$ cat config.mk
export PLATFORM = sky130hd
export DESIGN_NAME = mem_responder_flat
export DESIGN_NICKNAME = d
export VERILOG_FILES = /design/src/rtl/mem_responder_if.sv /design/src/rtl/mem_responder.sv /design/src/flat_wrapper.sv
export SDC_FILE = /design/constraint.sdc
export NUM_CORES = 2
export LEC_CHECK = 0
export CAP_MARGIN = 20
export CORE_AREA = 5 5 559 616
export DETAILED_ROUTE_END_ITERATION = 10
export DIE_AREA = 0 0 564 621
export PLACE_DENSITY = 0.59
export SYNTH_ARGS = -nofsm -noshare
export SYNTH_HDL_FRONTEND = slang
export SYNTH_SLANG_ARGS = --single-unit
$ cat constraint.sdc
create_clock -name Clk -period 6.8 [get_ports Clk]
set_input_delay 1.36 -clock Clk [delete_from_list [all_inputs] [get_ports Clk]]
set_output_delay 1.36 -clock Clk [all_outputs]
set_load 0.1 [all_outputs]
$ cat src/rtl/mem_responder_if.sv
// Request/response bundle between the LC-3 control path (MAR/MDR side) and the memory responder.
interface mem_responder_if;
  logic        MEM_EN;
  logic        WE;
  logic [15:0] ADDR;
  logic [15:0] DATA_IN;
  logic [15:0] DATA_OUT;
  logic        R;
  logic        BUSY;
  logic        ERR;

  modport master (
    output MEM_EN, WE, ADDR, DATA_IN,
    input  DATA_OUT, R, BUSY, ERR
  );

  modport slave (
    input  MEM_EN, WE, ADDR, DATA_IN,
    output DATA_OUT, R, BUSY, ERR
  );
endinterface

$ cat src/rtl/mem_responder.sv
// Memory-side responder: captures a request, waits WAIT_STATES cycles, accesses an internal
// word array and returns registered read data with a one-cycle ready (R) / error (ERR) pulse.
module mem_responder #(
  parameter int unsigned WAIT_STATES = 2,
  parameter int unsigned DEPTH_LOG2  = 8
) (
  input  logic          Clk,
  input  logic          Reset_al,
  mem_responder_if.slave bus
);

  localparam int unsigned DEPTH = 1 << DEPTH_LOG2;
  localparam logic [3:0]  WS    = 4'(WAIT_STATES);

  typedef enum logic [1:0] {ST_IDLE, ST_WAIT, ST_RESP} state_t;

  state_t      state;
  logic [3:0]  cnt;
  logic        cap_we;
  logic [15:0] cap_addr;
  logic [15:0] cap_data;
  logic [15:0] mem [0:DEPTH-1];

  logic        acc_go;
  logic        acc_we;
  logic [15:0] acc_addr;
  logic [15:0] acc_data;
  logic        acc_in_range;

  // With zero wait states the access happens on the capture edge, so it uses the live inputs.
  always_comb begin
    acc_go   = 1'b0;
    acc_we   = cap_we;
    acc_addr = cap_addr;
    acc_data = cap_data;
    if (state == ST_IDLE) begin
      acc_we   = bus.WE;
      acc_addr = bus.ADDR;
      acc_data = bus.DATA_IN;
      acc_go   = bus.MEM_EN && (WS == 4'd0);
    end else if (state == ST_WAIT) begin
      acc_go   = (cnt == 4'd1);
    end
    acc_go       = acc_go && Reset_al;
    acc_in_range = ((acc_addr >> DEPTH_LOG2) == '0);
  end

  // Array is deliberately not reset; contents survive Reset_al.
  always_ff @(posedge Clk) begin
    if (acc_go && acc_we && acc_in_range)
      mem[acc_addr[DEPTH_LOG2-1:0]] <= acc_data;
  end

  always_ff @(posedge Clk or negedge Reset_al) begin
    if (!Reset_al) begin
      state        <= ST_IDLE;
      cnt          <= '0;
      cap_we       <= 1'b0;
      cap_addr     <= '0;
      cap_data     <= '0;
      bus.R        <= 1'b0;
      bus.BUSY     <= 1'b0;
      bus.ERR      <= 1'b0;
      bus.DATA_OUT <= '0;
    end else begin
      case (state)
        ST_IDLE: begin
          if (bus.MEM_EN) begin
            cap_we   <= bus.WE;
            cap_addr <= bus.ADDR;
            cap_data <= bus.DATA_IN;
            cnt      <= WS;
            bus.BUSY <= 1'b1;
            state    <= ST_WAIT;
          end
        end
        ST_WAIT: cnt <= cnt - 4'd1;
        ST_RESP: begin
          bus.R    <= 1'b0;
          bus.ERR  <= 1'b0;
          bus.BUSY <= 1'b0;
          state    <= ST_IDLE;
        end
        default: state <= ST_IDLE;
      endcase

      // Access completion overrides the per-state next state (covers the zero-wait IDLE path).
      if (acc_go) begin
        state   <= ST_RESP;
        bus.R   <= 1'b1;
        bus.ERR <= !acc_in_range;
        if (!acc_we)
          bus.DATA_OUT <= acc_in_range ? mem[acc_addr[DEPTH_LOG2-1:0]] : '0;
      end
    end
  end

endmodule

$ cat src/flat_wrapper.sv
// flat-port wrapper written by rule: the top's interface ports become plain ports
module mem_responder_flat 
#(
  parameter int unsigned WAIT_STATES = 2,
  parameter int unsigned DEPTH_LOG2  = 8
)
  (Clk, Reset_al, bus_MEM_EN, bus_WE, bus_ADDR, bus_DATA_IN, bus_DATA_OUT, bus_R, bus_BUSY, bus_ERR);
  mem_responder_if bus_i ();
  input  logic Clk;
  input  logic Reset_al;
  input wire logic [$bits(bus_i.MEM_EN)-1:0] bus_MEM_EN;
  input wire logic [$bits(bus_i.WE)-1:0] bus_WE;
  input wire logic [$bits(bus_i.ADDR)-1:0] bus_ADDR;
  input wire logic [$bits(bus_i.DATA_IN)-1:0] bus_DATA_IN;
  output wire logic [$bits(bus_i.DATA_OUT)-1:0] bus_DATA_OUT;
  output wire logic [$bits(bus_i.R)-1:0] bus_R;
  output wire logic [$bits(bus_i.BUSY)-1:0] bus_BUSY;
  output wire logic [$bits(bus_i.ERR)-1:0] bus_ERR;
  assign bus_i.MEM_EN = bus_MEM_EN;
  assign bus_i.WE = bus_WE;
  assign bus_i.ADDR = bus_ADDR;
  assign bus_i.DATA_IN = bus_DATA_IN;
  assign bus_DATA_OUT = bus_i.DATA_OUT;
  assign bus_R = bus_i.R;
  assign bus_BUSY = bus_i.BUSY;
  assign bus_ERR = bus_i.ERR;
  mem_responder #(.WAIT_STATES(WAIT_STATES), .DEPTH_LOG2(DEPTH_LOG2)) u_core (.Clk(Clk), .Reset_al(Reset_al), .bus(bus_i));
endmodule
== Word level (Yosys, flattened, before mapping) ==
Memories as Yosys holds them, arrays and structs flattened.
Index checks and enable logic that the tools add are counted.

* Multiplexer cells: 18
* Add/sub/neg operators: 1
* Reduce and logical (&&, ||, !) cells: 14
* Bitwise logic cells: 1
* Eq/ne operators: 6

{| class="wikitable"
|+ Operator list
! kind !! count
|-
| 2-to-1 mux 16 bit || 3
|-
| logical NOT 16 bit || 1
|-
| AND reduction 2 bit || 5
|-
| 2-to-1 mux 1 bit || 9
|-
| one-hot mux 4 bit (2 select lines) || 1
|-
| nonzero test 2 bit || 3
|-
| == test 4 x 1 -> 1 bit, second input constant || 1
|-
| 2-to-1 mux 2 bit || 2
|-
| 2-to-1 mux 4 bit || 1
|-
| one-hot mux 2 bit (2 select lines) || 1
|-
| subtractor 4 x 1 -> 4 bit, second input constant || 1
|-
| logical AND 1 bit || 3
|-
| inequality test 3 x 2 -> 1 bit, second input constant || 1
|-
| == test 2 x 1 -> 1 bit, second input constant || 1
|-
| == test 2 bit, second input constant || 1
|-
| logical NOT 2 bit || 1
|-
| inequality test 2 x 1 -> 1 bit, second input constant || 1
|-
| inequality test 2 bit, second input constant || 1
|-
| one-hot mux 1 bit (2 select lines) || 1
|-
| logical NOT 1 bit || 1
|-
| NOT 1 bit || 1
|}

* Flip-flop bits (word level): 58
* Output and inout bits: 19
* Memories kept: 1
* Bits of input ports: 36
* RAM bits: 4,096
* Word-level logic and storage cells: 50

{| class="wikitable"
|+ Memories
! memory !! words !! width !! read ports !! clocked after Yosys merged registers in !! write ports !! RTL line !! RTL
|-
| u_core.mem || 256 || 16 || 1 || 0 || 1 || mem_responder.sv:22 || <nowiki>logic [15:0] mem [0:DEPTH-1];</nowiki>
|}

== Depth between registers and ports, before layout ==
* Depth in word-level cells: 8
* Mapped depth: 13
* Gate-level depth less buffers: 9

== Least setup slack after synthesis ==
No wires, ideal clock.

* Path kind: flip-flop to flip-flop
* From: register u_core.state[1]
* To: memory u_core.mem[0][10], data pin
* Path slack: 1,240 ps
* Library setup time: 823 ps
* Arrival: 4,738 ps
* Path buffers: 5
* Stages on the path, launching flop included: 9
* Data required time: 5,977 ps
* Clock period less this slack: 5,560 ps
* Cells stage by stage: dfrtp_1 buf_4 nor2_4 buf_4 buf_2 buf_1 buf_1 nand2_1 nand2_1

* Longest elaborated chain between the ends: 2

{| class="wikitable"
|+ Ends and longest elaborated chain
! item !! RTL line !! RTL
|-
| start, declared || mem_responder.sv:17 || <nowiki>state_t state;</nowiki>
|-
| start signal, assigned || mem_responder.sv:56 || <nowiki>state <= ST_IDLE;</nowiki>
|-
| start signal, assigned || mem_responder.sv:74 || <nowiki>state <= ST_WAIT;</nowiki>
|-
| start signal, assigned || mem_responder.sv:82 || <nowiki>state <= ST_IDLE;</nowiki>
|-
| logical NOT 2 bit || mem_responder.sv:36 || <nowiki>if (state == ST_IDLE) begin</nowiki>
|-
| 2-to-1 mux 16 bit || mem_responder.sv:36 ||
|-
| via u_core.acc_data[10] || mem_responder.sv:27 || <nowiki>logic [15:0] acc_data;</nowiki>
|-
| end, declared || mem_responder.sv:22 ||
|}

The timed path passes the listed nets, and every way through them passes these cells.

== Final worst setup path ==
* From: register u_core.state[0]
* To: register u_core.bus.DATA_OUT[9]

* Longest elaborated chain between the ends: 5

{| class="wikitable"
|+ Ends and longest elaborated chain
! item !! RTL line !! RTL
|-
| branches (longest 5 deep; another with memory (256 x 16 bit)) || - ||
|-
| end signal, assigned || mem_responder.sv:93 || <nowiki>bus.DATA_OUT <= acc_in_range ? mem[acc_addr[DEPTH_LOG2-1:0]] : '0;</nowiki>
|-
| end, declared || mem_responder_if.sv:19 || <nowiki>output DATA_OUT, R, BUSY, ERR</nowiki>
|}

Parallel ways; which one is timed is not known.
A chain may end at the register's enable or synchronous reset.

==> run metrics <==
top-count cell post-synth=edfxtp_1; Seq/Total Area, Yosys=82.5%; crit-path max FO=61; share of cells above drive strength 1=12.9%; # hold bufs at CTS=0; Die H=621 µm; post-DP HPWL=266,000 µm; vias=91,600; dpl ws=0.255 ns; Final GP Congestion=0.866; sequence of cells on the critical path=nor2_4, o31a_2, buf_4, buf_12, buf_4, o22ai_1, o21ai_0, a41oi_1, nor4_1, o22ai_1, o31ai_1; vias per cell=6.51; Tot GR Track Use=approximately 26%; largest net degree at the start of global routing=about 190; Worst-path clk slew=0.07 ns; Tightest Pin Transition=approximately 1.4 ns; wire per inst=33.4 µm; worst path arrival time=6.71 ns; clk_lat worst skew=0.95 ns; Post-synth ARST share=1.40%; Die Wd=between 500 and 600 µm; drt first pass iters=8; Pleak=52.6 nW; antenna-violating nets left=0; CTS max path bufs=4; DRC errors left=0; Final setup viols=0; Fin. Hold Viols=0; Max Freq=about 170 MHz; synth cell count leaders=edfxtp_1, o22ai_1, o21ai_0, buf_2, nor2_1; CP Launch Type=register; die area=0.350 mm²; Routed WL=470,000 µm; Post-synth EDFFs=slightly above 4,000; H-tree Lvls=5; CTS Sinks=between 4,000 and 5,000; Ports=55; Yosys reg bits=4,154; clk_skew=roughly 0.071 ns; Tightest Hold Check Type=reg -> reg; worst hold slack=0.481 ns; final net count=9,260; CP Capture Type=register; fin crit share=86.6%; Max stage delay on crit path=1.00 ns; slowest CP cell=nor4_1; top_reg_cell synth=edfxtp_1; Pins Over Slew Limit=0; Worst EP required=7.62 ns; Synth top area share=between 80% and 90%; Synth Cell Area=around 0.15 mm²; slack of the critical path=0.910 ns; critical path class=reg -> reg; # rows=224; synthesized area per cell=about 17 µm²; synthesis-to-layout area growth=14.4%; initial DRC count=14,100; core area=approximately 0.34 mm²; Slew headroom=3.57%; max_cap viols=0; Initial Util=44.7%; warnings from Yosys=0; cells after synthesis=8,802; first-pass GRT wire length=around 660,000 µm; area leader, netlist=edfxtp_1; Final min period=5.89 ns; Peak VDD IR=roughly 0.37 mV; Overflow after GRT=0; post-synthesis cell type count=46; syn_nets=approximately 8,800; setup bufs post-CTS=0; post-CTS resize count=0; CTS tree=built; CTS Root Cell=clkbuf_16; # port buffers=54; Area contributors post-synth=edfxtp_1, o22ai_1, o21ai_0; setup TNS=0 ns; initial antenna violation count=21; PD cells=465 mW/mm²; unrepaired setup endpoints after global routing=false; status=complete, no violations; Inserted Clock Buffers=approximately 400; vias in the first global route=87,600
-- per-layer routing --
layer  wire (µm)  GRT usage (%)
met5          41              0
met3       51600           5.49
met1      178000           35.8
met2      219000           40.5
met4       21700           10.4
-- critical path: cells and delay by family (launching register included) --
kind | cells | cell delay [ns]
flops | 1 | 0.54
buf+inv | 3 | 1.00
compound gates | 6 | 2.33
simple gates | 2 | 1.75
-- logic make-up (layout without fill, tap and decap cells) --
logic type | count (synthesis) | after routing | share of synthesized area [%]
and+or+nand+nor | 564 | 564 | 1.59
adders and majority gates | 2 | 2 | 0.0166
other | 0 | 13 | 0
DFF | 4154 | 4154 | 82.5
buffers and inverters | 659 | 1397 | 2.05
muxes | 1 | 1 | 0.00663
AOI/OAI and AO/OA | 3421 | 3421 | 13.9
xor gates and xnor gates | 1 | 1 | 0.00580
-- registers in the layout (all words and copies together), names as in the netlist --
| name | cells |
|---|---|
| u_core.bus.ERR | 1 |
| u_core.bus.BUSY | 1 |
| u_core.state | 2 |
| u_core.mem | 4096 |
| u_core.cap_data | 16 |
| u_core.cap_addr | 16 |
| u_core.cnt | 4 |
| u_core.bus.R | 1 |
| u_core.cap_we | 1 |
| u_core.bus.DATA_OUT | 16 |
-- where the power goes --
part	internal, mW	leakage [nW]	total (mW)	switching, mW
Clock	12.6	6.29	22.0	9.36
Sequential	32.9	37.9	33.2	0.247
Combinational	5.81	8.43	25.1	19.3
-- path summary, 6_finish.rpt --
kind	slack (ns)	start	to	cells past startpoint
min reg2reg	0.48	u_core.cap_data[12]	u_core.cap_data[12]	2
max reg2reg	0.91	u_core.state[0]	u_core.bus.DATA_OUT[9]	11
max	0.91	u_core.state[0]	u_core.bus.DATA_OUT[9]	11
min	0.48	u_core.cap_data[12]	u_core.cap_data[12]	2
max in group asynchronous	5.35	Reset_al	u_core.bus.DATA_OUT[6]	2
min in group asynchronous	0.69	Reset_al	u_core.cnt[3]	2
-- through the flow --
| stage | total power, mW | util, % | instances | instance area [µm²] |
|---|---|---|---|---|
| after floorplan | 47.3 | - | 8802 | 151000 |
| after global placement | 57.9 | 47.3 | 13300 | 160000 |
| after detailed placement | 58.3 | 47.3 | 13300 | 160000 |
| after CTS | 80.0 | 51.1 | 14100 | 173000 |
| after global routing | 82.5 | 51.2 | 14100 | 173000 |
| final | 80.3 | 51.2 | 14100 | 173000 |
-- final cells by class --
type,instances,area [µm²]
diodes,13,32.5
clock buffers,503,10700
clock inverters,219,2100
fillers,27200,165000
inverters,11,41.3
multi-input cells,3989,23700
flip-flops and latches,4154,124000
well taps,4520,5660
repair buffers,664,5930
-- cells in the final DEF (no fill, tap or decap), types with 11 or more instances in the layout --
master	n
nor2_1	267
nor4_1	57
o41ai_1	16
nand2_4	16
a22oi_1	128
dfrtp_1	58
o31ai_1	15
edfxtp_1	4096
clkdlybuf4s50_1	53
clkbuf_1	87
nand2_1	158
a21oi_1	73
o21ai_0	956
o22ai_1	1948
nand4_1	12
clkinv_1	86
nand2_2	16
buf_4	539
a41oi_1	232
inv_1	11
bufinv_16	39
clkinv_2	72
o21ai_1	20
buf_12	64
clkbuf_16	414
diode_2	13
Power figures use the tool's default switching activity.
